File: src/rtl/nibble_serial_add_ctrl.sv
// Nibble-serial WIDTH-bit add/subtract sequencer that time-shares one external 4-bit adder slice.
// Operands are walked LSB nibble first, with the slice carry-out registered as the next carry-in.
module nibble_serial_add_ctrl #(
    parameter int WIDTH = 16
) (
    input  logic             clk,
    input  logic             rst_n,
    input  logic             start,
    input  logic             sub,
    input  logic [WIDTH-1:0] a,
    input  logic [WIDTH-1:0] b,
    input  logic             cin,
    output logic [3:0]       slice_a,
    output logic [3:0]       slice_b,
    output logic             slice_cin,
    input  logic [3:0]       slice_sum,
    input  logic             slice_cout,
    output logic             busy,
    output logic             done,
    output logic [WIDTH-1:0] sum,
    output logic             cout,
    output logic             ovf
);

    localparam int NIB  = WIDTH / 4;
    localparam int IDXW = (NIB > 1) ? $clog2(NIB) : 1;
    localparam logic [IDXW-1:0] LAST = IDXW'(NIB - 1);

    typedef enum logic [1:0] {
        IDLE,
        RUN,
        DONE
    } state_t;

    state_t           r_state;
    logic [WIDTH-1:0] r_a;
    logic [WIDTH-1:0] r_b;
    logic [WIDTH-1:0] r_acc;
    logic             r_c;
    logic [IDXW-1:0]  r_idx;
    logic [WIDTH-1:0] r_sum;
    logic             r_cout;
    logic             r_ovf;
    logic [WIDTH-1:0] w_accNext;
    logic             w_ovf;

    // Present the current nibble to the slice only while running; idle slice inputs stay quiet.
    always_comb begin
        slice_a   = 4'd0;
        slice_b   = 4'd0;
        slice_cin = 1'b0;
        w_accNext = r_acc;
        if (r_state == RUN) begin
            slice_cin = r_c;
            for (int n = 0; n < NIB; n++) begin
                if (r_idx == IDXW'(n)) begin
                    slice_a            = r_a[4*n +: 4];
                    slice_b            = r_b[4*n +: 4];
                    w_accNext[4*n +: 4] = slice_sum;
                end
            end
        end
    end

    assign w_ovf = (r_a[WIDTH-1] == r_b[WIDTH-1]) & (slice_sum[3] != r_a[WIDTH-1]);

    assign busy = (r_state == RUN);
    assign done = (r_state == DONE);
    assign sum  = r_sum;
    assign cout = r_cout;
    assign ovf  = r_ovf;

    // Subtraction is a + ~b + 1, so the inversion and forced carry happen once at capture time.
    always_ff @(posedge clk or negedge rst_n) begin
        if (!rst_n) begin
            r_state <= IDLE;
            r_a     <= '0;
            r_b     <= '0;
            r_acc   <= '0;
            r_c     <= 1'b0;
            r_idx   <= '0;
            r_sum   <= '0;
            r_cout  <= 1'b0;
            r_ovf   <= 1'b0;
        end else begin
            case (r_state)
                IDLE, DONE: begin
                    if (start) begin
                        r_a     <= a;
                        r_b     <= sub ? ~b : b;
                        r_c     <= sub ? 1'b1 : cin;
                        r_idx   <= '0;
                        r_state <= RUN;
                    end else begin
                        r_state <= IDLE;
                    end
                end
                RUN: begin
                    r_acc <= w_accNext;
                    r_c   <= slice_cout;
                    r_idx <= r_idx + 1'b1;
                    if (r_idx == LAST) begin
                        r_state <= DONE;
                        r_sum   <= w_accNext;
                        r_cout  <= slice_cout;
                        r_ovf   <= w_ovf;
                    end
                end
                default: r_state <= IDLE;
            endcase
        end
    end

endmodule

File: config.mk
export PLATFORM = sky130hd
export DESIGN_NAME = nibble_serial_add_ctrl
export DESIGN_NICKNAME = d
export VERILOG_FILES = /design/src/rtl/nibble_serial_add_ctrl.sv
export SDC_FILE = /design/constraint.sdc
export NUM_CORES = 1
export LEC_CHECK = 0
export BUFFER_PORTS_ARGS = -buffer_cell sky130_fd_sc_hd__buf_2
export CORE_AREA = 2 2 80 82
export CTS_CLUSTER_SIZE = 20
export DETAILED_ROUTE_END_ITERATION = 8
export DIE_AREA = 0 0 82 84
export PLACE_DENSITY = 0.78
export RECOVER_POWER = 50
export SLEW_MARGIN = 15
export SYNTH_ARGS = -nofsm -noshare
export SYNTH_HDL_FRONTEND = slang
export SYNTH_SLANG_ARGS = --single-unit
File: constraint.sdc
create_clock -name clk -period 1.8 [get_ports clk]
set_input_delay 0.09 -clock clk [delete_from_list [all_inputs] [get_ports clk]]
set_output_delay 0.09 -clock clk [all_outputs]
set_load 0.01 [all_outputs]
# After elaboration in Yosys (flattened, before gate mapping)
# Cells that the tools add are included.
word_totals:
  ff_bits: 71
  input_bits: 42
  output_inout_bits: 29
classes:
  n_addsub: 1
  n_eq_ne: 9
  mux: 24
  bitwise: 2
  n_reduce_logical: 7
op_table:
  columns: ["cell", "count"]
  rows:
  - ["4-bit two-way mux", 14]
  - ["16-bit two-way mux", 1]
  - ["16-bit inverter", 1]
  - ["2-bit case mux with 2 select lines", 2]
  - ["2-bit equality test, second input constant", 3]
  - ["2-bit AND reduction", 3]
  - ["2-bit by 1-bit equality test with 1-bit output, second input constant", 2]
  - ["2-bit logical NOT", 2]
  - ["1-bit two-way mux", 4]
  - ["2-bit two-way mux", 2]
  - ["2-bit by 1-bit adder with 2-bit output, second input constant", 1]
  - ["2-bit by 1-bit inequality test with 1-bit output, second input constant", 1]
  - ["2-bit inequality test, second input constant", 1]
  - ["1-bit case mux with 2 select lines", 1]
  - ["2-bit nonzero test", 1]
  - ["2-bit OR reduction", 1]
  - ["1-bit bitwise AND", 1]
  - ["1-bit equality test", 1]
  - ["1-bit inequality test", 1]

# Longest topological paths before layout
logic_depth:
  depth_word: 6
  ltp_mapped: 7
  depth_no_buf: 5

# Least setup slack after synthesis
# No wires, ideal clock.
synth_path:
  kind: "reg2out"
  startpoint: "reg r_idx[0]"
  endpoint: "out slice_a[3]"
  arrival_ns: 1.496
  t_required_ns: 1.710
  slack_ns: 0.214
  stages_incl_launch_ff: 8
  n_path_buf: 2
  cell_sequence: "dfrtp_1 -> inv_1 -> ha_1 -> buf_4 -> nor2b_4 -> buf_6 -> a221oi_1 -> o32ai_1"
synth_via:
  elab_chain_cells: 6
  elab_cells_between_ends: 9
synth_lines:
  columns: ["element", "line", "rtl"]
  rows:
  - ["start: declaration", "40", "logic [IDXW-1:0] r_idx;"]
  - ["start signal: assignment", "101", "r_idx <= r_idx + 1'b1;"]
  - ["2-bit logical NOT", "56", "if (r_idx == IDXW'(n)) begin"]
  - ["4-bit two-way mux (3 in a row)", "56", null]
  - ["4-bit two-way mux *", "56", null]
  - ["4-bit two-way mux *", "53", "if (r_state == RUN) begin"]
  - ["end: declaration", "13", "output logic [3:0] slice_a,"]
# Every way passes the cells marked *; elsewhere a longest branch is shown, timed or not.

# Worst setup path after layout
layout_path:
  startpoint: "reg r_idx[1]"
  endpoint: "out slice_b[3]"
layout_via:
  elab_chain_cells: 6
  elab_cells_between_ends: 9
layout_lines:
  columns: ["element", "line", "rtl"]
  rows:
  - ["2-bit logical NOT", "56", null]
  - ["4-bit two-way mux (3 in a row)", "56", null]
  - ["4-bit two-way mux *", "56", null]
  - ["4-bit two-way mux *", "53", null]
  - ["end: declaration", "14", "output logic [3:0] slice_b,"]
# Marks and branches as above.

==> run_results.csv <==
group,metric,value,unit
status,status,"finished with violations",
status,violations,"negative setup slack",
cells_and_area,layout.cells.most_common,"dfrtp_1",
global_routing,grt_usage,22.28,%
clocking,insertion_delay,0.33,ns
pwr,static-leakage-power,0.001923,µW
setup_path,worstPathArrival,1.88,ns
global_routing,grt_pass1_vias,2347,
logic_synthesis,synth_cells,270,
sta,min_period,1.971,ns
sta,fmax,0.5073,GHz
logic_synthesis,synthFlopType,"dfrtp_1",
sta,setup_viol,8,
floorplan,rows,29,
clocking,clock_tree.buffer_depth,2,
cells_and_area,nFillCells,470,
floorplan,coreArea,6096,µm²
sta,setup_slack,-0.1714,ns
sta,rsz0062_at_grt,"yes",
setup_path,critPathLaunchType,"flip-flop",
setup_path,worstPathRequired,1.71,ns
pwr,peakVddDrop,0.9485,mV
sta,finalMaxSlewViolations,0,
sta,slew_headroom,41.38,%
pwr,power.density,1818,nW/µm²
hold_path,hold_class,"in2reg",
global_routing,grt_pass1_wl,11480,µm
floorplan,io-pin-count,71,
place,place_area,3595,µm²
clocking,cts.sinks,67,
flow_run,cap_viol_max_count,0,
setup_path,cp-end-kind,"output port",
sta,final_hold_viol_count,0,
drt,routedWlPerCell,16.11,µm
sta,finalCritPeriodShare,109.5,%
setup_path,crit_fanout,7,
logic_synthesis,synth-seq-cells,67,
cells_and_area,final_cell_mix,"dfrtp_1 (66), buf_2 (60), nand2_1 (38)",
global_routing,grt-ovfl-total,0,
place,place.port_buffers,70,
drt,dr.pass1.iters,4,
logic_synthesis,synth_edf_count,0,
floorplan,initial_core_util,52.34,%
logic_synthesis,synthesis.nets,316,
logic_synthesis,synth_area,3191,µm²
pwr,total_power,7448,µW
clocking,cts_buffers,9,
sta,fin_skew,0.008217,ns
sta,worstMarginPinSlew,0.8793,ns
place,dp_slack,0.08747,ns
logic_synthesis,seq_area_frac_synth,52.55,%
drt,ant_nets,0,
global_routing,grt_max_degree,68,
logic_synthesis,yosysWarnings,0,
cells_and_area,num_antenna_cells,0,
floorplan,die_x,82,µm
clocking,clk_pin_slew,0.06,ns
cells_and_area,syn2layout_area_growth,28.43,%
drt,drtIter0Drc,167,
cells_and_area,drive_above_1_share,36.68,%
floorplan,die_h,84,µm
clocking,ctsHtreeMaxLevel,3,
setup_path,criticalPathCategory,"reg2out",
logic_synthesis,synth_cell_types,33,
cells_and_area,fin_nets,410,
drt,drcViolationCount,0,
logic_synthesis,async_flop_share,100.0,%
place,place_hpwl,4531,µm
drt,dr_total_vias,2377,
place,gp_congestion,0.7949,
clocking,cts_tree,"yes",
drt,drt-total-wl,7170,µm
logic_synthesis,avgSynthCellArea,11.82,µm²
floorplan,dieArea,6888,µm²
clocking,root_buffer,"clkbuf_8",
global_routing,antenna_found_initial,0,
cells_and_area,fin_area,4098,µm²
drt,vias_per_cell,5.342,
## registers in the layout (all words and copies together), names as in the netlist
name	flops
r_a	16
r_c	1
r_state	2
sum	16
r_b	16
r_acc	12
cout	1
r_idx	2
ovf	1
## cells by family after synthesis
group | Yosys count | share of synthesized area [%]
XOR/XNOR | 16 | 4.392
multiplexers | 45 | 17.06
AO/OA/AOI/OAI | 58 | 10.82
buffers and inverters | 25 | 5.372
AND/OR/NAND/NOR | 55 | 8.236
flip-flops | 67 | 52.55
adder cells (fa/ha/maj) | 4 | 1.569
## Yosys cell counts (2+ instances only)
library cell / instances / share of area, %
inv_1: 4 / 0.47
a221oi_1: 8 / 2.2
mux2_1: 3 / 1.1
mux2_2: 16 / 5.6
nor2_1: 2 / 0.24
o31ai_1: 6 / 1.4
mux2i_1: 12 / 3.8
xnor2_1: 16 / 4.4
nand3_1: 7 / 1.1
clkbuf_1: 3 / 0.35
dfrtp_1: 67 / 53
nand2_1: 38 / 4.5
buf_6: 5 / 1.8
buf_4: 6 / 1.4
buf_2: 4 / 0.63
ha_1: 4 / 1.6
o32ai_1: 2 / 0.55
o21ai_1: 2 / 0.31
o21ai_0: 38 / 6.0
mux2_4: 14 / 6.6
## power by group
group	internal [µW]	switching [µW]	leakage, µW
combinational	1680	1690	0.00101
sequential	2270	501	0.000803
clock	785	522	0.000109
total	4730	2720	0.00192
## through the flow
| step | TNS (ns) | util [%] | hold WS (ns) | std cells |
|---|---|---|---|---|
| after detailed placement | 0 | 58.97 | 0.1350 | 408 |
| final | -0.8917 | 67.22 | 0.04029 | 445 |
| after global routing | -1.592 | 67.22 | 0.02851 | 445 |
| after global placement | 0 | 58.97 | 0.1323 | 408 |
| after floorplan | 0 | - | -0.2056 | 270 |
| after CTS | -0.6186 | 66.63 | 0.02920 | 443 |
## cell type report
type,instances,area (µm²),share of cell area [%]
clock buffers,14,182.7,4.458
flip-flops and latches,67,1678,40.95
repair buffers,103,675.6,16.49
well taps,77,96.34,2.351
inverters,5,23.77,0.5802
multi-input cells,178,1411,34.44
clock inverters,1,30.03,0.7328
## timing repair
action / CTS / global route
hold buffers: 18 / 0
buffers inserted: 2 / 2
setup endpoints to repair: 8 / 8
pin swaps: 5 / 6
endpoints found under the hold margin: 84 / 0
resized for setup: 13 / 10
## critical path, cell delays in order, from the launching register on
cell	delay [ns]
dfrtp_1	0.40
inv_2	0.12
ha_4	0.15
nor2b_4	0.28
a221oi_4	0.11
o32ai_2	0.28
buf_2	0.19
## path summary, 6_finish.rpt
check | from | end | slack (ns) | cells after the start
max | r_idx[1]$_DFFE_PN0P_ | slice_b[3] | -0.17 | 6
min | b[11] | r_b[11]$_DFFE_PN0P_ | 0.04 | 3
max reg2reg | r_idx[1]$_DFFE_PN0P_ | sum[8]$_DFFE_PN0P_ | 0.27 | 5
min reg2reg | sum[1]$_DFFE_PN0P_ | sum[1]$_DFFE_PN0P_ | 0.48 | 2
max in group asynchronous | rst_n | r_idx[0]$_DFFE_PN0P_ | 0.64 | 3
min in group asynchronous | rst_n | r_acc[7]$_DFFE_PN0P_ | 0.54 | 3
## metal layers
| metal | routed length [µm] | GRT usage, % |
|---|---|---|
| met2 | 3634 | 33.78 |
| met3 | 352 | 3.680 |
| met4 | 97 | 9.848 |
| met1 | 3085 | 31.29 |
| met5 | 0 | 0 |
(Power assumes the default switching activity.)
